`src/rtl/mem_port_arbiter.sv`:
```
// Shares one memory word port between instruction fetch and load/store, with data priority and fetch anti-starvation.
// Optional performance counters are enabled by defining MEM_PORT_ARB_PERF_EN.
module mem_port_arbiter #(
  parameter int ADDR_W     = 12,
  parameter int STARVE_MAX = 4
) (
  input  logic              clk,
  input  logic              rst_n,
  input  logic              if_req,
  input  logic [31:0]       if_addr,
  output logic              if_ack,
  output logic [31:0]       if_inst,
  output logic              if_err,
  input  logic              d_req,
  input  logic              d_we,
  input  logic [1:0]        d_size,
  input  logic              d_unsigned,
  input  logic [31:0]       d_addr,
  input  logic [31:0]       d_wdata,
  output logic              d_ack,
  output logic [31:0]       d_rdata,
  output logic              d_err,
  output logic [ADDR_W-1:0] mem_addr,
  output logic [4:0]        mem_rmem,
  output logic [3:0]        mem_wmem,
  output logic [31:0]       mem_store_data,
  input  logic [31:0]       mem_load_data
`ifdef MEM_PORT_ARB_PERF_EN
  ,
  output logic [31:0]       perf_if_grants,
  output logic [31:0]       perf_d_grants,
  output logic [31:0]       perf_if_stall
`endif
);

  localparam int CNT_W = $clog2(STARVE_MAX + 2);
  localparam logic [CNT_W-1:0] CNT_MAX = CNT_W'(STARVE_MAX);

  function automatic logic [3:0] lane_mask(input logic [1:0] size, input logic [1:0] off);
    case (size)
      2'b00:   lane_mask = 4'b0001 << off;
      2'b01:   lane_mask = off[1] ? 4'b1100 : 4'b0011;
      default: lane_mask = 4'b1111;
    endcase
  endfunction

  function automatic logic [CNT_W-1:0] sat_inc(input logic [CNT_W-1:0] v);
    sat_inc = (v == CNT_MAX) ? v : v + 1'b1;
  endfunction

  // An ack always follows its grant by exactly one cycle, so the ack register doubles as the busy flag.
  logic             if_ack_q, d_ack_q;
  logic [31:0]      if_inst_q, d_rdata_q;
  logic             if_err_q, d_err_q;
  logic [CNT_W-1:0] starve_q, starve_d;

  logic if_elig, d_elig, if_gnt, d_gnt;
  logic if_err_c, d_err_c;
  logic [3:0] d_lanes;

  assign if_elig = if_req & ~if_ack_q;
  assign d_elig  = d_req & ~d_ack_q;
  // Grants are suppressed while reset is asserted so no write reaches the memory.
  assign if_gnt  = rst_n & if_elig & (~d_elig | (starve_q == CNT_MAX));
  assign d_gnt   = rst_n & d_elig & ~if_gnt;

  assign if_err_c = (|if_addr[1:0]) | (|if_addr[31:ADDR_W+2]);
  assign d_err_c  = (d_size == 2'b11)
                  | ((d_size == 2'b01) & d_addr[0])
                  | ((d_size == 2'b10) & (|d_addr[1:0]))
                  | (|d_addr[31:ADDR_W+2]);
  assign d_lanes  = lane_mask(d_size, d_addr[1:0]);

  always_comb begin
    mem_addr       = '0;
    mem_rmem       = '0;
    mem_wmem       = '0;
    mem_store_data = '0;
    if (if_gnt) begin
      mem_addr = if_addr[ADDR_W+1:2];
      if (!if_err_c) mem_rmem = 5'b01111;
    end else if (d_gnt) begin
      mem_addr = d_addr[ADDR_W+1:2];
      if (!d_err_c) begin
        if (d_we) begin
          mem_wmem       = d_lanes;
          mem_store_data = d_wdata;
        end else if (d_size == 2'b10) begin
          mem_rmem = 5'b01111;
        end else begin
          mem_rmem = {~d_unsigned, d_lanes};
        end
      end
    end
  end

  always_comb begin
    starve_d = '0;
    if (if_elig && d_gnt) starve_d = sat_inc(starve_q);
  end

  // Response stage: register the memory result seen during the grant cycle.
  always_ff @(posedge clk) begin
    if (!rst_n) begin
      if_ack_q  <= 1'b0;
      d_ack_q   <= 1'b0;
      if_inst_q <= '0;
      if_err_q  <= 1'b0;
      d_rdata_q <= '0;
      d_err_q   <= 1'b0;
      starve_q  <= '0;
    end else begin
      if_ack_q <= if_gnt;
      d_ack_q  <= d_gnt;
      starve_q <= starve_d;
      if (if_gnt) begin
        if_inst_q <= if_err_c ? 32'h0 : mem_load_data;
        if_err_q  <= if_err_c;
      end
      if (d_gnt) begin
        d_rdata_q <= (d_err_c | d_we) ? 32'h0 : mem_load_data;
        d_err_q   <= d_err_c;
      end
    end
  end

  assign if_ack  = if_ack_q;
  assign if_inst = if_inst_q;
  assign if_err  = if_err_q;
  assign d_ack   = d_ack_q;
  assign d_rdata = d_rdata_q;
  assign d_err   = d_err_q;

`ifdef MEM_PORT_ARB_PERF_EN
  logic [31:0] perf_if_grants_q, perf_d_grants_q, perf_if_stall_q;

  always_ff @(posedge clk) begin
    if (!rst_n) begin
      perf_if_grants_q <= '0;
      perf_d_grants_q  <= '0;
      perf_if_stall_q  <= '0;
    end else begin
      if (if_gnt) perf_if_grants_q <= perf_if_grants_q + 32'd1;
      if (d_gnt) perf_d_grants_q <= perf_d_grants_q + 32'd1;
      if (if_elig && !if_gnt) perf_if_stall_q <= perf_if_stall_q + 32'd1;
    end
  end

  assign perf_if_grants = perf_if_grants_q;
  assign perf_d_grants  = perf_d_grants_q;
  assign perf_if_stall  = perf_if_stall_q;
`endif

endmodule
```
`config.mk`:
```
export PLATFORM = sky130hd
export DESIGN_NAME = mem_port_arbiter
export DESIGN_NICKNAME = d
export VERILOG_FILES = /design/src/rtl/mem_port_arbiter.sv
export SDC_FILE = /design/constraint.sdc
export NUM_CORES = 1
export LEC_CHECK = 0
export CELL_PAD_IN_SITES_DETAIL_PLACEMENT = 0
export CELL_PAD_IN_SITES_GLOBAL_PLACEMENT = 1
export CORE_UTILIZATION = 20
export CTS_CLUSTER_DIAMETER = 50
export DETAILED_ROUTE_END_ITERATION = 7
export HOLD_SLACK_MARGIN = 0.05
export PLACE_DENSITY_LB_ADDON = 0.08
export SYNTH_ARGS = -nofsm -noshare
export SYNTH_HDL_FRONTEND = slang
export SYNTH_SLANG_ARGS = --single-unit
```
`constraint.sdc`:
```
create_clock -name clk -period 3.04 [get_ports clk]
set_clock_uncertainty 0.05 [all_clocks]
set_input_delay 0.912 -clock clk [delete_from_list [all_inputs] [get_ports clk]]
set_output_delay 0.912 -clock clk [all_outputs]
set_load 0.1 [all_outputs]
```
======== Word level (Yosys, flattened, before mapping) ========
Index checks and enable logic that the tools add are counted.
storage, ports and cells
  flip-flop bits (word level) ............. 71
  bits of input ports ..................... 136
  output and inout bits ................... 121
  logic and storage cells ................. 59
cells by class
  $add $sub $neg .......................... 1
  eq/ne operators ......................... 4
  shift operators ......................... 1
  mux-type cells .......................... 20
  bitwise gates (word level) .............. 19
  reduce and logical (&&, ||, !) cells .... 7
operators by type and width
  operator               count
  $mux W32               6
  $reduce_or A18 Y1      2
  $mux W5                5
  $mux W12               2
  $mux W4                6
  $and A1 B1 Y1          8
  $pmux W4 S2            1
  $or A1 B1 Y1           6
  $not A1 Y1             5
  $eq A2 B2 Y1 const B   2
  $reduce_or A2 Y1       2
  $shl A1 B2 Y4 const A  1
  $add A3 B1 Y3 const B  1
  $eq A3 B3 Y1 const B   1
  $eq A2 B1 Y1 const B   1
  $logic_not A2 Y1       1
  $reduce_and A2 Y1      1
  $logic_and A1 B1 Y1    1

======== Longest topological paths before layout ========
  word-level depth ........................ 9
  depth in mapped cells ................... 8
  depth with buffers taken out ............ 7

======== Worst setup path after synthesis ========
Ideal clock, no wire load.
  path type ............................... input -> output
  start ................................... in d_addr[24]
  end ..................................... out mem_wmem[2]
  arrival ................................. 4.626 ns
  setup slack ............................. -2.548 ns
  cell stages on the path ................. 4
  path through ............................ nor4_2 > nand4_2 > or2_2 > nor4_1
on the way
  word-level cells in the longest chain between the ends .. 5
ends and longest elaborated chain
  item               line  RTL
  start, declared    18    input logic [31:0] d_addr,
  $reduce_or A18 Y1  71    | (|d_addr[31:ADDR_W+2]);
  $or A1 B1 Y1       71
  $mux W4            84    if (!d_err_c) begin
  $mux W4            82    end else if (d_gnt) begin
  $mux W4            79    if (if_gnt) begin
  end, declared      25    output logic [3:0] mem_wmem,
No other way between the ends.

======== Worst setup path after layout ========
  start ................................... in d_addr[28]
  end ..................................... out mem_rmem[0]
on the way
  word-level cells in the longest chain between the ends .. 5
ends and longest elaborated chain
  item               line  RTL
  $reduce_or A18 Y1  71
  $or A1 B1 Y1       71
  $mux W5            84
  $mux W5            82
  $mux W5            79
  end, declared      24    output logic [4:0] mem_rmem,
No other way between the ends.

==> impl_metrics.toml <==
[cells_and_area]
n_antenna_cell = 0
syn_to_final_growth_pct = 140.4
layout-drive-gt1-share = 0.4485
nNetsFinal = 784
finish.utilization = 0.4915
stdcell_area_um2 = 7445

[sta]
finalSetupViolCount = 53
fmax_ghz = 0.2903
period_minus_slack_ps = 3445
timing.hold.ws_ps = 392.7
slew_headroom = 0.4676
rsz0062_at_grt = "true"
worst_slew_pin_slew_ps = 798.6
finalHoldViolCount = 0
fin_ws_ps = -404.8
slew_violations = 0
period_share = 1.133

[place]
placed_area_um2 = 6805
pre_cts_slack_ps = -761.8
gp_congestion = 0.7201
io_buffers = 256
hpwlAfterDp_um = 10110

[synthesis]
ys_warn_count = 0
synth_seq_cells = 71
synth_area_leaders = "dfxtp_1 (46%), a22o_1 (9.1%), nand2_1 (8.2%), and2_1 (6.7%), o22ai_1 (6.5%)"
async_flop_share = 0
syn-cell-area_um2 = 3097
synth_fp_nets = 489
synth.avg_cell_area_um2 = 8.823
synthCells = 351
synth_ff_type = "dfxtp_1"
synth.distinct_cells = 35
yosys.area.top_type = "dfxtp_1"
yosysTopAreaCellShare = 0.4590
synth-seq-area-share = 0.4590
synth_edf_count = 0

[drt]
route.detailed.drc = 0
first_iter_violations = 122
antenna_left = 0
dr.pass1.iters = 6
vias = 3730
wl_um = 13330
drt-wirelength-per-cell_um = 15.88
vias_per_cell = 4.446
met3_length_um = 1036
routed.top_layer = "met4"
wl_met1_um = 5241
wl_met2_um = 6893

[critical_path]
setup.worst_path.start_class = "input pin"
path_cells = "buf_6 -> nor4_4 -> o311ai_2 -> buf_4 -> or3_4 -> buf_12 -> o21ai_4 -> buf_12"
cp-end-kind = "output port"
path_class = "input pin to output port"
startpoint = "d_addr[28]"
worstPathArrival_ps = 2480
rrSetupSlack_ps = 700
cpMostUsedCell = "buf_12"
worst-path-max-fanout = 3
worst_ep_required_time_ps = 2080
r2r-start = "starve_q[0]"
reg2reg_depth = 11
crit_path_max_incr_delay_ps = 410
cpMaxStageDelayCell = "or3_4"
crit_path_end = "mem_rmem[0]"
rr_endpoint = "d_rdata[11]"

[worst_hold_path]
min_path_type = "register to register"
hold-path-cell-count = 1

[job]
cap_violations = 0

[grt]
grt_pass1_vias = 3761
antenna_found_initial = 0
grt_overflow = 0
grt_max_degree = 72
grt_usage = 0.1660
grt_pass1_wl_um = 20470

[clocking]
cts_buffers = 9
hold_buffers = 0
cts_root_buf = "clkbuf_16"
cts.sinks = 71
cts_tree = "built"
cts_htree_levels = 3
path_clk_slew_ps = 60
clk_latency_ps = 330
clockBufferDepth = 2

[power]
p_per_area_nw_per_um2 = 348.3
total_power_mw = 2.593
ir_worst_vdd_mv = 0.2453
leakage_nw = 3.133

[die]
die_y_um = 126.4
start_util = 0.2045
io-pin-count = 257
die_w_um = 126.4
die_area_um2 = 15990
core.rowCount = 45
coreArea_um2 = 15150

[run_status]
violations = "negative setup slack"
status = "complete, but fails checks"
cells in the final DEF (no fill, tap or decap), drive strengths merged, types with 2 or more instances in the layout:
cell type,n
a22o,32
clkdlybuf4s50,108
nor3,4
or2,2
clkdlybuf4s15,5
o21ai,9
ha,2
o31ai,13
nand3,12
nand2b,2
inv,9
nor4,12
o211a,2
dlygate4sd2,5
dfxtp,71
buf,192
bufinv,2
nand4,2
clkinvlp,2
and2,33
nand2,68
nor2b,2
nor2,9
o22ai,32
clkbuf,12
a21oi,2
state kept, by name (all words and copies together) (netlist names):
| register | flops |
|---|---|
| d_ack | 1 |
| d_rdata | 32 |
| if_err | 1 |
| starve_q | 3 |
| if_inst | 32 |
| d_err | 1 |
| if_ack | 1 |
critical path: cells and delay by family:
family	cells	cell delay [ps]
AOI/OAI and AO/OA	2	290
buffers and inverters	4	590
and+or+nand+nor	2	690
where the power goes:
group,internal [mW],switching (mW),leakage [nW]
registers,0.934,0.00252,0.573
logic,0.266,0.249,2.41
clock network,0.724,0.418,0.150
total,1.92,0.669,3.13
layer usage:
layer  global-route usage  vias to the layer above
li1                     -                     1847
met1               0.1870                     1721
met2               0.3000                      152
met3              0.05103                       10
met4              0.04748                        0
met5                    0                        -
synthesized netlist by cell type, drive strengths merged, types with 4 or more instances:
master and instances:
dfxtp 71, nand2 68, and2 33, a22o 32, o22ai 32, clkbuf 18, o31ai 13, buf 12
nand3 12, nor4 12, nor2 9, o21ai 9, inv 6, nor3 4
logic make-up (layout without fill, tap and decap cells):
family | Yosys count | after routing | share of synthesized area
xor+xnor | 1 | 1 | 0.002829
compound gates | 92 | 92 | 0.2303
fa+ha+maj | 2 | 2 | 0.008080
simple gates | 149 | 149 | 0.2457
flops | 71 | 71 | 0.4590
buf+inv | 36 | 336 | 0.05414
worst min path at each step:
| stage | start | end |
|---|---|---|
| final | starve_q[0] | starve_q[0] |
| after global routing | starve_q[0] | starve_q[0] |
| after CTS | starve_q[0] | starve_q[0] |
| after detailed placement | starve_q[0] | starve_q[0] |
| after global placement | starve_q[0] | starve_q[0] |
| after floorplan | starve_q[0] | starve_q[0] |
area by class of cell:
| class | instances | area (um^2) |
|---|---|---|
| clock buffer | 10 | 229.0 |
| clock inverter | 6 | 92.59 |
| fill | 1421 | 7701 |
| inverter | 6 | 35.03 |
| multi-input combinational | 244 | 1936 |
| sequential | 71 | 1424 |
| tap | 188 | 235.2 |
| timing repair buffer | 313 | 3482 |
| timing repair inverter | 1 | 11.26 |
timing repair:
item | in CTS | in global routing
pin swaps | 38 | 24
gates cloned | 4 | 1
buffers inserted | 17 | 4
setup endpoints to repair | 53 | 53
resized for setup | 111 | 12
stage by stage:
step	std cells	TNS, ps
after floorplan	351	-12290
after global placement	803	-36180
after detailed placement	803	-37300
after CTS	840	-20240
after global routing	839	-20220
final	839	-16170
No activity file was read; power rests on OpenSTA's default activity.
